===== src/rtl/text_video_gen2_if.sv =====
// Register write bus for text_video_gen2.
//   reg_addr   : register select (0..7)
//   reg_wrdata : write data
//   reg_wren   : write strobe, one clock per write
// master drives the bus (CPU side), slave receives it (text_video_gen2).
interface text_video_gen2_if;
  logic [2:0] reg_addr;
  logic [7:0] reg_wrdata;
  logic       reg_wren;

  modport master (output reg_addr, output reg_wrdata, output reg_wren);
  modport slave  (input  reg_addr, input  reg_wrdata, input  reg_wren);
endinterface


===== src/rtl/text_video_gen2.sv =====
// text_video_gen2 - 40/80-column text-mode pixel generator.
//
// Sits between the display timing generator and the VGA pins. It fetches
// character/colour words from an external video RAM and glyph rows from the
// character RAM, then maps pixels through a 16-entry 12-bit palette. Three
// pipeline stages plus an output register give a fixed 3-clock latency from
// hpos/vpos/syncs to the vga_* outputs.
//
// Ports:
//   clk, reset          pixel clock; asynchronous active-low reset
//   hpos, vpos          position from the timing generator
//   hsync, vsync, blank timing strobes aligned with hpos/vpos
//   reg_bus             register write bus (text_video_gen2_if.slave)
//   vram_addr           video RAM word address (combinational, stage 0)
//   vram_rddata         {fg[15:12], bg[11:8], char[7:0]}, one clock later
//   charram_addr        {char, glyph line} (combinational, stage 1)
//   charram_data        glyph row one clock later, bit 7 = leftmost pixel
//   vga_r/g/b           registered colour
//   vga_hsync/vsync     syncs delayed by 3 clocks
//
// Build option: define TEXT_CURSOR_EN to include the blinking cursor
// (CUR_COL/CUR_ROW registers, CTRL bit2 and the frame blink counter).
module text_video_gen2 #(
  parameter int H_BORDER = 32,
  parameter int V_BORDER = 20,
  parameter int ROWS     = 25,
  parameter int HPOS_W   = 10,
  parameter int VPOS_W   = 9,
  parameter int VRAM_AW  = 11
) (
  input  logic               clk,
  input  logic               reset,
  input  logic [HPOS_W-1:0]  hpos,
  input  logic [VPOS_W-1:0]  vpos,
  input  logic               hsync,
  input  logic               vsync,
  input  logic               blank,
  text_video_gen2_if.slave   reg_bus,
  output logic [VRAM_AW-1:0] vram_addr,
  input  logic [15:0]        vram_rddata,
  output logic [10:0]        charram_addr,
  input  logic [7:0]         charram_data,
  output logic [3:0]         vga_r,
  output logic [3:0]         vga_g,
  output logic [3:0]         vga_b,
  output logic               vga_hsync,
  output logic               vga_vsync
);

  localparam logic [HPOS_W:0] H_START = (HPOS_W+1)'(H_BORDER);
  localparam logic [HPOS_W:0] H_STOP  = (HPOS_W+1)'(H_BORDER + 640);
  localparam logic [VPOS_W:0] V_START = (VPOS_W+1)'(V_BORDER);
  localparam logic [VPOS_W:0] V_STOP  = (VPOS_W+1)'(V_BORDER + ROWS * 8);

  // ---------------- register file ----------------
  logic        ctrl_mode80, ctrl_text_en;
  logic [3:0]  border_idx, pal_idx;
  logic [7:0]  pal_lo;
  logic [11:0] palette [16];
`ifdef TEXT_CURSOR_EN
  logic        ctrl_cursor;
  logic [6:0]  cur_col;
  logic [4:0]  cur_row;
`endif

  // NOTE: state is written with <= so every flop samples the pre-edge value;
  // the palette is a small flop array, so it takes an async reset like any
  // other register (a real RAM macro could not be reset this way).
  always_ff @(posedge clk or negedge reset) begin
    if (!reset) begin
      ctrl_mode80  <= 1'b0;
      ctrl_text_en <= 1'b1;
      border_idx   <= '0;
      pal_idx      <= '0;
      pal_lo       <= '0;
      for (int i = 0; i < 16; i++) palette[i] <= {3{4'(i)}};
`ifdef TEXT_CURSOR_EN
      ctrl_cursor  <= 1'b0;
      cur_col      <= '0;
      cur_row      <= '0;
`endif
    end else if (reg_bus.reg_wren) begin
      case (reg_bus.reg_addr)
        3'd0: begin
          ctrl_mode80  <= reg_bus.reg_wrdata[0];
          ctrl_text_en <= reg_bus.reg_wrdata[1];
`ifdef TEXT_CURSOR_EN
          ctrl_cursor  <= reg_bus.reg_wrdata[2];
`endif
        end
        3'd1: border_idx <= reg_bus.reg_wrdata[3:0];
`ifdef TEXT_CURSOR_EN
        3'd2: cur_col <= reg_bus.reg_wrdata[6:0];
        3'd3: cur_row <= reg_bus.reg_wrdata[4:0];
`endif
        3'd4: pal_idx <= reg_bus.reg_wrdata[3:0];
        3'd5: pal_lo  <= reg_bus.reg_wrdata;
        3'd6: begin
          palette[pal_idx] <= {reg_bus.reg_wrdata[3:0], pal_lo};
          pal_idx          <= pal_idx + 4'd1;
        end
        default: ;
      endcase
    end
  end

  // ---------------- frame events ----------------
  // Column mode only switches at the start of vertical blank of line 0, so a
  // frame is never drawn half in one mode and half in the other.
  logic blank_prev, mode80, frame_start;
  assign frame_start = blank && !blank_prev && (vpos == '0);

  always_ff @(posedge clk or negedge reset) begin
    if (!reset) begin
      blank_prev <= 1'b0;
      mode80     <= 1'b0;
    end else begin
      blank_prev <= blank;
      if (frame_start) mode80 <= ctrl_mode80;
    end
  end

`ifdef TEXT_CURSOR_EN
  logic       vsync_prev;
  logic [4:0] blink_cnt;
  always_ff @(posedge clk or negedge reset) begin
    if (!reset) begin
      vsync_prev <= 1'b0;
      blink_cnt  <= '0;
    end else begin
      vsync_prev <= vsync;
      if (vsync && !vsync_prev) blink_cnt <= blink_cnt + 5'd1;
    end
  end
`endif

  // ---------------- stage 0: address generation ----------------
  logic [9:0]         x;
  logic [VPOS_W-1:0]  y;
  logic               active, border, cur_hit;
  logic [6:0]         col;
  logic [4:0]         row;
  logic [2:0]         pix, line;
  logic [VRAM_AW-1:0] row_a, col_a;

  assign active = ({1'b0, hpos} >= H_START) && ({1'b0, hpos} < H_STOP) &&
                  ({1'b0, vpos} >= V_START) && ({1'b0, vpos} < V_STOP);
  assign border = !active && !blank;
  assign x      = 10'(hpos - H_START[HPOS_W-1:0]);
  assign y      = vpos - V_START[VPOS_W-1:0];
  assign row    = 5'(y >> 3);
  assign line   = y[2:0];
  assign row_a  = VRAM_AW'(row);
  assign col_a  = VRAM_AW'(col);

  // NOTE: every always_comb output gets a value on every path (defaults or a
  // full if/else chain) so no latch is inferred.
  always_comb begin
    col = mode80 ? 7'(x >> 3) : 7'(x >> 4);
    pix = mode80 ? 3'(x) : 3'(x >> 1);   // 40-col pixels are 2 clocks wide
    if (!active)     vram_addr = '0;
    else if (mode80) vram_addr = (row_a << 6) + (row_a << 4) + col_a;
    else             vram_addr = (row_a << 5) + (row_a << 3) + col_a;
  end

  // The live col/row never exceed cols-1/ROWS-1, so an out-of-range cursor
  // position simply never matches.
`ifdef TEXT_CURSOR_EN
  assign cur_hit = active && ctrl_cursor && blink_cnt[4] &&
                   (col == cur_col) && (row == cur_row);
`else
  assign cur_hit = 1'b0;
`endif

  // ---------------- stage 1: glyph fetch ----------------
  logic       s1_border, s1_blank, s1_cur, s1_hs, s1_vs;
  logic [2:0] s1_pix, s1_line;

  always_ff @(posedge clk or negedge reset) begin
    if (!reset) begin
      s1_border <= 1'b0;
      s1_blank  <= 1'b0;
      s1_cur    <= 1'b0;
      s1_hs     <= 1'b0;
      s1_vs     <= 1'b0;
      s1_pix    <= '0;
      s1_line   <= '0;
    end else begin
      s1_border <= border;
      s1_blank  <= blank;
      s1_cur    <= cur_hit;
      s1_hs     <= hsync;
      s1_vs     <= vsync;
      s1_pix    <= pix;
      s1_line   <= line;
    end
  end

  assign charram_addr = {vram_rddata[7:0], s1_line};

  // ---------------- stage 2: pixel select and palette ----------------
  logic       s2_border, s2_blank, s2_hs, s2_vs, glyph_bit;
  logic [2:0] s2_pix;
  logic [3:0] s2_fg, s2_bg;
  logic [11:0] colour;

  always_ff @(posedge clk or negedge reset) begin
    if (!reset) begin
      s2_border <= 1'b0;
      s2_blank  <= 1'b0;
      s2_hs     <= 1'b0;
      s2_vs     <= 1'b0;
      s2_pix    <= '0;
      s2_fg     <= '0;
      s2_bg     <= '0;
    end else begin
      s2_border <= s1_border;
      s2_blank  <= s1_blank;
      s2_hs     <= s1_hs;
      s2_vs     <= s1_vs;
      s2_pix    <= s1_pix;
      // Cursor cells swap fg/bg for the whole cell.
      s2_fg     <= s1_cur ? vram_rddata[11:8]  : vram_rddata[15:12];
      s2_bg     <= s1_cur ? vram_rddata[15:12] : vram_rddata[11:8];
    end
  end

  always_comb begin
    glyph_bit = charram_data[3'd7 - s2_pix];
    if (s2_blank)                         colour = '0;
    else if (s2_border || !ctrl_text_en)  colour = palette[border_idx];
    else                                  colour = palette[glyph_bit ? s2_fg : s2_bg];
  end

  // ---------------- output register ----------------
  always_ff @(posedge clk or negedge reset) begin
    if (!reset) begin
      {vga_r, vga_g, vga_b} <= '0;
      vga_hsync             <= 1'b0;
      vga_vsync             <= 1'b0;
    end else begin
      {vga_r, vga_g, vga_b} <= colour;
      vga_hsync             <= s2_hs;
      vga_vsync             <= s2_vs;
    end
  end

endmodule


===== src/flat_wrapper.sv =====
// flat-port wrapper written by rule: the top's interface ports become plain ports
module text_video_gen2_flat 
#(
  parameter int H_BORDER = 32,
  parameter int V_BORDER = 20,
  parameter int ROWS     = 25,
  parameter int HPOS_W   = 10,
  parameter int VPOS_W   = 9,
  parameter int VRAM_AW  = 11
)
  (clk, reset, hpos, vpos, hsync, vsync, blank, vram_addr, vram_rddata, charram_addr, charram_data, vga_r, vga_g, vga_b, vga_hsync, vga_vsync, reg_bus_reg_addr, reg_bus_reg_wrdata, reg_bus_reg_wren);
  text_video_gen2_if reg_bus_i ();
  input  logic clk;
  input  logic reset;
  input  logic [HPOS_W-1:0] hpos;
  input  logic [VPOS_W-1:0] vpos;
  input  logic hsync;
  input  logic vsync;
  input  logic blank;
  output logic [VRAM_AW-1:0] vram_addr;
  input  logic [15:0] vram_rddata;
  output logic [10:0] charram_addr;
  input  logic [7:0] charram_data;
  output logic [3:0] vga_r;
  output logic [3:0] vga_g;
  output logic [3:0] vga_b;
  output logic vga_hsync;
  output logic vga_vsync;
  input wire logic [$bits(reg_bus_i.reg_addr)-1:0] reg_bus_reg_addr;
  input wire logic [$bits(reg_bus_i.reg_wrdata)-1:0] reg_bus_reg_wrdata;
  input wire logic [$bits(reg_bus_i.reg_wren)-1:0] reg_bus_reg_wren;
  assign reg_bus_i.reg_addr = reg_bus_reg_addr;
  assign reg_bus_i.reg_wrdata = reg_bus_reg_wrdata;
  assign reg_bus_i.reg_wren = reg_bus_reg_wren;
  text_video_gen2 #(.H_BORDER(H_BORDER), .V_BORDER(V_BORDER), .ROWS(ROWS), .HPOS_W(HPOS_W), .VPOS_W(VPOS_W), .VRAM_AW(VRAM_AW)) u_core (.clk(clk), .reset(reset), .hpos(hpos), .vpos(vpos), .hsync(hsync), .vsync(vsync), .blank(blank), .reg_bus(reg_bus_i), .vram_addr(vram_addr), .vram_rddata(vram_rddata), .charram_addr(charram_addr), .charram_data(charram_data), .vga_r(vga_r), .vga_g(vga_g), .vga_b(vga_b), .vga_hsync(vga_hsync), .vga_vsync(vga_vsync));
endmodule

===== config.mk =====
export PLATFORM = sky130hd
export DESIGN_NAME = text_video_gen2_flat
export DESIGN_NICKNAME = d
export VERILOG_FILES = /design/src/rtl/text_video_gen2_if.sv /design/src/rtl/text_video_gen2.sv /design/src/flat_wrapper.sv
export SDC_FILE = /design/constraint.sdc
export NUM_CORES = 1
export LEC_CHECK = 0
export ABC_AREA = 1
export CAP_MARGIN = 20
export CELL_PAD_IN_SITES_DETAIL_PLACEMENT = 2
export CELL_PAD_IN_SITES_GLOBAL_PLACEMENT = 2
export CORE_ASPECT_RATIO = 0.8
export CORE_MARGIN = 5
export CORE_UTILIZATION = 35
export DETAILED_ROUTE_END_ITERATION = 8
export PLACE_DENSITY = 0.88
export SLEW_MARGIN = 40
export SYNTH_ARGS = -nofsm -noshare
export SYNTH_HDL_FRONTEND = slang
export SYNTH_SLANG_ARGS = --single-unit

===== constraint.sdc =====
create_clock -name clk -period 4.3 [get_ports clk]
set_clock_uncertainty 0.1 [all_clocks]
set_input_delay 0.645 -clock clk [delete_from_list [all_inputs] [get_ports clk]]
set_output_delay 0.645 -clock clk [all_outputs]
set_load 0.005 [all_outputs]

-- Word-level counts from Yosys, hierarchy flattened
Cells that the tools add are included.
- register bits after elaboration: 250
- bits of input ports: 60
- output and inout bits: 36
- add/sub/neg operators: 8
- order comparisons: 9
- equal/unequal tests: 4
- muxes and demuxes: 19
- bitwise logic cells: 3
- reduce and logical (&&, ||, !) cells: 20
- operators by type and width (kind ; count):
    $bwmux 192 ; 1
    $bmux 12 s4 ; 2
    $mux 12 ; 7
    $demux 12 s4 ; 1
    $add 11x7->11 ; 2
    $mux 11 ; 2
    $ge 5x5->1 const B ; 3
    $not 4->5 ; 3
    $add 10x8->11 ; 1
    $add 11x9->11 ; 1
    $ge 10x6->1 const B ; 1
    $lt 10x10->1 const B ; 1
    $reduce_and 2->1 ; 5
    $sub 10x6->10 const B ; 1
    $eq 3x3->1 const B ; 3
    $ge 9x5->1 const B ; 1
    $logic_not 9->1 ; 1
    $lt 9x8->1 const B ; 1
    $pmux 4 s2 ; 1
    $sub 8x5->8 const B ; 1
    $logic_and 1x1->1 ; 7
    $mux 7 ; 1
    $lt 5x1->1 const B ; 1
    $add 4x1->4 const B ; 1
    other kinds (11) ; 14

-- Logic depth before layout (Yosys ltp)
Gate-level depths: netlist of the first run.
- word-level depth: 10
- mapped depth: 18
- mapped depth without buffers: 18

-- Worst setup path before layout of the first run
Ideal clock, no wire load.
- path kind: input -> output
- start: input hpos[5]
- end: output vram_addr[9]
- arrival time: 2.957 ns
- data required time: 3.555 ns
- setup slack: 0.598 ns
- stages on the path: 15
- path buffers: 0
- cell sequence: inv_1 ha_1 nand2_1 xor2_1 mux2i_1 fa_1 ha_1 a21oi_1 nor2_1 o21ai_0 nand2_1 a21oi_1 xnor2_1 nand2_1 a21oi_1
- cells in the longest elaborated chain, start to end: 5
- elaborated cells between the ends (all ways): 11
- classes of those cells: 3 x add/sub; 2 x order compare; 3 x mux; 3 x reduce/logical
- RTL lines (element ; line ; text):
    start, declared ; flat_wrapper.sv:15 ; input logic [HPOS_W-1:0] hpos;
    $sub 10x6->10, or another cell as far along ; text_video_gen2.sv:149 ; assign x = 10'(hpos - H_START[HPOS_W-1:0]);
    $mux 7 or $logic_and 1x1->1 (tied branches) ; text_video_gen2.sv:159, text_video_gen2.sv:146 ;
    $add 11x7->11, or another cell as far along ; text_video_gen2.sv:163 ; else vram_addr = (row_a << 5) + (row_a << 3) + col_a;
    $mux 11 or $logic_and 1x1->1 (tied branches) ; text_video_gen2.sv:162, text_video_gen2.sv:147 ;
    $mux 11 (*) ; text_video_gen2.sv:161 ; if (!active) vram_addr = '0;
    end, declared ; flat_wrapper.sv:20 ; output logic [VRAM_AW-1:0] vram_addr;
Every way passes the cells marked *; elsewhere a longest branch is shown, timed or not.

-- Worst setup path after layout of the first run
Same ends and word-level chain as after synthesis.

==> results of run 1 <==
==> metal layers <==
| metal | share of wire [%] | wire length, um |
|---|---|---|
| met1 | 39 | 28210 |
| met2 | 48 | 34460 |
| met3 | 7.1 | 5153 |
| met4 | 6.4 | 4657 |
| met5 | 0 | 0 |
==> worst max-delay path by stage <==
stage / start / to / slack, ps / cells past startpoint
after floorplan: hpos[5] / vram_addr[9] / 600 / 15
after global placement: hpos[5] / vram_addr[9] / -630 / 17
after detailed placement: hpos[5] / vram_addr[10] / -940 / 17
after CTS: hpos[6] / vram_addr[9] / 3 / 18
after global routing: hpos[5] / vram_addr[10] / -290 / 21
final: hpos[5] / vram_addr[9] / -210 / 18
==> through the flow <==
step | cell area [um^2] | TNS, ps | power, mW | cells | hold WS, ps
floorplan | 13780 | 0 | 4.392 | 1799 | 231.2
global placement | 15240 | -2714 | 5.179 | 2349 | 231.7
detailed placement | 15250 | -4382 | 5.387 | 2349 | 237.1
CTS | 16510 | 0 | 8.106 | 2418 | 66.51
global route | 16690 | -1141 | 8.650 | 2423 | 264.0
finish | 16690 | -741.5 | 8.346 | 2423 | 247.3
==> timing repair <==
item	4_1_cts	5_1_grt
setup endpoints to repair	6	7
gates resized for setup	80	43
buffers inserted	16	3
cloned	0	0
hold buffers	0	1
pin swaps	24	22
endpoints found under the hold margin	0	24
==> logic make-up (layout without fill, tap and decap cells) <==
| kind of cell | after synthesis | count (layout) |
|---|---|---|
| and+or+nand+nor | 876 | 876 |
| AOI/OAI and AO/OA | 414 | 414 |
| DFF | 250 | 250 |
| buffers and inverters | 217 | 305 |
| adders and majority gates | 29 | 29 |
| xor gates and xnor gates | 12 | 12 |
| muxes | 1 | 1 |
==> report_power, final <==
group          internal, mW  leakage [nW]  switching, mW
Sequential             2.85          3.00          0.417
Combinational         0.836          3.45           1.66
Clock                  1.48         0.470           1.10
Total                  5.16          6.91           3.18
==> final cells by class <==
cell class,instances,area share [%]
sequential,250,38.25
tap,536,4.019
clock inverter,8,0.5398
timing repair buffer,176,9.612
clock buffer,45,5.128
inverter,76,1.769
multi-input combinational,1332,40.68
==> sequential cells by signal (all words and copies together), names as in the netlist, 3 cells and up <==
name / flops
u_core.s2_fg: 4
u_core.vga_r: 4
u_core.border_idx: 4
u_core.vga_b: 4
u_core.pal_idx: 4
u_core.pal_lo: 8
u_core.s2_bg: 4
u_core.s2_pix: 3
u_core.vga_g: 4
u_core.s1_line: 3
u_core.s1_pix: 3
u_core.palette: 192
==> cells in the mapped netlist (all sizes together) <==
| cell type | n | area (um^2) |
|---|---|---|
| nand2 | 539 | 2048 |
| nand3 | 276 | 1396 |
| o21ai | 238 | 1195 |
| dfrtp | 153 | 3829 |
| a21oi | 116 | 580.6 |
| dfstp | 97 | 2549 |
| clkbuf | 79 | 296.5 |
| inv | 73 | 274.0 |
| buf | 62 | 370.4 |
| nor2 | 52 | 195.2 |
| ha | 26 | 325.3 |
| a22oi | 16 | 120.1 |
| a221oi | 12 | 105.1 |
| xor2 | 7 | 61.31 |
| a32oi | 6 | 52.55 |
| o311ai | 6 | 52.55 |
| nor3 | 5 | 25.02 |
| xnor2 | 5 | 43.79 |
| a211oi | 4 | 30.03 |
| a221o | 4 | 40.04 |
| o31ai | 4 | 30.03 |
| a21o | 3 | 22.52 |
| a31oi | 3 | 18.77 |
| clkinv | 3 | 11.26 |
| fa | 3 | 60.06 |
| mux2i | 1 | 10.01 |
| nand4 | 1 | 6.260 |
| nor4 | 1 | 6.260 |
| o211ai | 1 | 7.510 |
| o31a | 1 | 8.760 |
| or2 | 1 | 6.260 |
| or3 | 1 | 6.260 |
==> worst register-to-register path, delay by kind of cell (launching register included) <==
family	cells	cell delay [ps]
and+or+nand+nor	11	2090
DFF	1	460
AOI/OAI and AO/OA	1	400
buffers and inverters	1	120
==> results.tsv, run 1 <==
stage	metric	value	unit
cells_and_area	post-route-util	42.57	%
clocking	cts_tree	yes	
clocking	cts.clk_slew.worst_paths	60	ps
placement	io_buffers	79	
hold_path	min_path_type	reg -> reg	
cells_and_area	final_common_cell	nand2_1	
hold_path	whs_path_depth	0	
global_route	grt_max_degree	102	
clocking	htreeDepth	1	
drt	drt-initial-drc-count	1373	
setup_path	required	3560	ps
clocking	clock_latency	580	ps
outcome	failed_checks	setup timing	
setup_path	cp.arrival	3770	ps
global_route	groute.usage.overall	32.15	%
setup_path	path_delay_family	adder cells	
logic_synthesis	muxShareOfSynthArea	0.07262	%
drt	drc	0	
clocking	root_buffer	clkbuf_16	
logic_synthesis	yosys.area_share.simple	26.77	%
logic_synthesis	ys_seq_elements	250	
logic_synthesis	synth-adder-area-share	2.796	%
logic_synthesis	synth_top_family_by_area	simple AND/OR/NAND/NOR gates	
sta	tightest_slew	923.6	ps
logic_synthesis	yosys_warnings	0	
setup_path	r2r_start	u_core.s2_pix[0]	
cells_and_area	drive_gt1_share	16.96	%
global_route	grt_overflow_total	0	
global_route	top_usage_layer	met2	
sta	setup_ws	-211.8	ps
power_and_ir_drop	p_per_area	500.1	nW/um^2
global_route	grt_util_met3	5.571	%
setup_path	slowest_stage	fa_1	
sta	max_freq	221.6	MHz
cells_and_area	fin_nets	1954	
sta	slew_headroom	38.43	%
clocking	cts_buffer_depth	3	
sta	finalSetupViolations	6	
placement	gp_congestion	0.8410	
logic_synthesis	seq_area_frac_synth	46.27	%
clocking	cts_buffers	29	
sta	period_minus_slack	4512	ps
drt	num_vias	15150	
sta	slew_violations	0	
flow_run	drv_cap	0	
logic_synthesis	synth_compound_area_share	16.42	%
drt	viasPerCell	6.254	
logic_synthesis	synthXorXnorAreaFrac	0.7625	%
setup_path	end_kind	output pin	
global_route	grt_pass1_vias	17080	
logic_synthesis	synth.avg_cell_area	7.662	um^2
logic_synthesis	mappedNetlistNets	1888	
logic_synthesis	synth.distinct_cells	41	
floorplan	dieArea	43470	um^2
hold_path	min-delay-start	u_core.s1_hs	
cells_and_area	multi_input_area	6789	um^2
logic_synthesis	syn_area	13780	um^2
clocking	cts_num_sinks	250	
cells_and_area	most-common-layout-cells	nand2_1 (524), nand3_1 (272), o21ai_0 (228)	
power_and_ir_drop	leakagePower	6.913	nW
setup_path	ff2ff_path_depth	13	
setup_path	crit_path_max_incr_delay	530	ps
floorplan	die_h	187.5	um
drt	post_drt_wl_per_cell	29.91	um
placement	pre_cts_ws	-937.9	ps
cells_and_area	num_antenna_cells	0	
placement	dp_hpwl	38250	um
floorplan	row_count	65	
floorplan	initial_utilization	35.16	%
setup_path	worstPathBufferInverterCount	4	
setup_path	criticalPathCategory	in -> out	
sta	fin_crit_sh	104.9	%
global_route	grt_pass1_wl	108200	um
global_route	antenna_found_initial	2	
logic_synthesis	synthCells	1799	
cells_and_area	register_area	6384	um^2
power_and_ir_drop	ir_drop	0.3360	mV
cells_and_area	area_growth	21.08	%
global_route	met1_usage	39.58	%
sta	rsz0062_at_grt	yes	
setup_path	worstPathCellList	buf_8, inv_6, ha_4, nand2_4, xor2_4, buf_6, mux2i_4, fa_1, ha_1, a21oi_2, nor2_2, o21ai_2, nand2_1, a21oi_2, xnor2_1, nand2_1, a21oi_2, buf_2	
floorplan	die_w	231.9	um
drt	drtPass1Iterations	7	
floorplan	core-area	39200	um^2
cells_and_area	fill_cells	4411	
drt	drt_wl_total	72480	um
sta	finalHoldViolations	0	
drt	drtAntennaViolNets	0	
setup_path	r2r-end	u_core.vga_r[0]	
outcome	outcome	finished, violations left	
setup_path	worstSetupStartpointType	input pin	
setup_path	cp_max_fo	2	
setup_path	rrSetupSlack	970	ps
floorplan	io_pins	96	
hold_path	hold_end	u_core.s2_hs	
global_route	grt_util_met2	53.57	%
setup_path	cpMostUsedCell	a21oi_2	
Note: power is estimated with default switching activity, not from simulation.
==> inputs of run 2 (changes only) <==
Settings changed: CORE_UTILIZATION 35 to 38, PLACE_DENSITY 0.88 to 0.94.
Clock period 4.3 ns to 5.4 ns, I/O delays scaled along.
==> run 2 against run 1 <==
Against the previous run: final cell count decreased by 4.8%; sequential power shrank 21%; combinational power decreased by 28%; critical path depth unchanged; the flow now finishes without violations; largest power group unchanged; utilization increased by 1.7 points; critical endpoint unchanged.
==> results.tsv, run 2 (synthesized netlist as in run 1, its figures left out) <==
stage	metric	value	unit	change
outcome	outcome	finished, final reports clean		
cells_and_area	fin_nets	1892		-3.2%
drt	drc	0		unchanged
sta	finalSetupViolations	0		-6
placement	io_buffers	79		unchanged
setup_path	path_delay_family	buffers and inverters		
global_route	groute.usage.overall	31.82	%	-0.33 points
setup_path	crit_path_max_incr_delay	540	ps	about the same
drt	num_vias	14690		-3.0%
cells_and_area	postLayoutCellArea	15850	um^2	-5.0%
cells_and_area	top_regs	u_core.palette x192, u_core.pal_lo x8		
drt	drt-initial-drc-count	1420		+3.4%
floorplan	die_w	222.9	um	-3.9%
clocking	htreeDepth	1		unchanged
cells_and_area	fill_cells	4037		-8.5%
clocking	cts_tree	yes		
sta	fin_crit_sh	99.56	%	
clocking	cts_buffers	29		unchanged
sta	tightest_slew	940.0	ps	+16.37 ps
sta	finalHoldViolations	0		unchanged
cells_and_area	area_growth	15.02	%	
floorplan	initial_utilization	38.46	%	+3.3 points
setup_path	cp.arrival	4470	ps	+700 ps
setup_path	rrSetupSlack	1570	ps	+600 ps
floorplan	row_count	62		-4.6%
setup_path	cpMostUsedCell	nand2_1		
global_route	grt_max_degree	108		+5.9%
cells_and_area	final_common_cell	nand2_1		
drt	drtPass1Iterations	5		-2
sta	slew_headroom	37.27	%	-1.2 points
clocking	cts_buffer_depth	3		unchanged
placement	place_area	14830	um^2	-2.8%
drt	drt_wl_total	67530	um	-6.8%
sta	period_minus_slack	5376	ps	
power_and_ir_drop	ir_drop	0.2732	mV	-19%
clocking	clock_latency	590	ps	about the same
clocking	cts_num_sinks	250		unchanged
setup_path	end_kind	output pin		
floorplan	io_pins	96		unchanged
cells_and_area	most-common-layout-cells	nand2_1 (523), nand3_1 (272), o21ai_0 (232)		
setup_path	cp_max_fo	3		+1
flow_run	drv_cap	0		unchanged
clocking	root_buffer	clkbuf_16		
drt	drtAntennaViolNets	0		unchanged
sta	fin_setup_tns	0	ps	+741.5 ps
floorplan	dieArea	40200	um^2	-7.5%
setup_path	required	4490	ps	+930 ps
power_and_ir_drop	p_per_area	404.7	nW/um^2	-19%
cells_and_area	regMostFlops	u_core.palette		
clocking	cts_hold_buffers	0		unchanged
hold_path	min_path_type	in -> async		
power_and_ir_drop	leakagePower	6.583	nW	-4.8%
setup_path	worstSetupStartpointType	input pin		
placement	gp_congestion	0.8316		-1.1%
floorplan	die_h	180.3	um	-3.8%
sta	slew_violations	0		unchanged
drt	post_drt_wl_per_cell	29.27	um	-2.1%
cells_and_area	drive_gt1_share	12.16	%	-4.8 points
drt	viasPerCell	6.368		+1.8%
setup_path	worstPathCellList	clkdlybuf4s50_1, inv_2, ha_2, nand2_1, xor2_2, mux2i_2, fa_1, buf_4, ha_1, a21oi_2, nor2_1, o21ai_2, nand2_1, a21oi_2, xnor2_1, nand2_1, a21oi_1, dlygate4sd2_1		
global_route	grt_pass1_vias	16530		-3.2%
global_route	grt_pass1_wl	100100	um	-7.5%
cells_and_area	largest_reg_flops	192		unchanged
global_route	grt_overflow_total	0		unchanged
floorplan	core-area	35840	um^2	-8.6%
sta	max_freq	186.0	MHz	
sta	holdWs	9.699	ps	-237.6 ps
global_route	antenna_found_initial	1		-1
placement	dp_hpwl	37370	um	-2.3%
power_and_ir_drop	power.total	6.416	mW	-23%
setup_path	worstPathBufferInverterCount	4		unchanged
setup_path	criticalPathCategory	in -> out		
clocking	cts.clk_slew.worst_paths	60	ps	about the same
setup_path	slowest_stage	fa_1		
[run 2: power breakdown]
group	internal, mW	switching [mW]	total (mW)
sequential	2.27	0.317	2.59
combinational	0.569	1.24	1.81
clock	1.13	0.895	2.02
total	3.97	2.45	6.42
[run 2: per-layer routing]
layer	routed length [um]	part of all wire (%)	track usage, %
met5	15	0.022	0
met4	3745	5.5	16.61
met3	5262	7.8	5.684
met2	32630	48	53.64
met1	25870	38	39.10
[run 2: worst paths after layout]
path	start	endpoint	cells past startpoint
worst min-delay path	reset	u_core.s2_vs	1
max in group asynchronous	reset	u_core.mode80	3
min in group clk	u_core.s1_hs	u_core.s2_hs	0
worst max-delay path	hpos[6]	vram_addr[9]	18
worst min register to register	u_core.s1_hs	u_core.s2_hs	0
worst max register to register	u_core.border_idx[0]	u_core.vga_r[1]	9
[run 2: cell type report]
class / count / area (um^2) / area share (%)
multi-input cells: 1332 / 6538 / 41.24
flip-flops and latches: 250 / 6384 / 40.27
repair buffers: 114 / 1106 / 6.977
clock buffers: 47 / 893.4 / 5.635
well taps: 480 / 600.6 / 3.788
inverters: 76 / 287.8 / 1.815
clock inverters: 7 / 42.54 / 0.2683
diodes: 1 / 2.502 / 0.01578
[run 2: repair_timing]
action,CTS,global route
pin swaps,1,2
gates resized for setup,9,14
setup endpoints to repair,3,4
gates cloned,0,0
setup buffers,1,3
[run 2: per-stage QoR]
stage               setup WS (ps)  util, %  std cells
floorplan                    1368        -       1799
global placement            110.6    41.22       2247
detailed placement         -166.8    41.37       2248
CTS                         32.69    44.06       2303
global route               -103.4    44.23       2306
finish                      23.64    44.24       2307
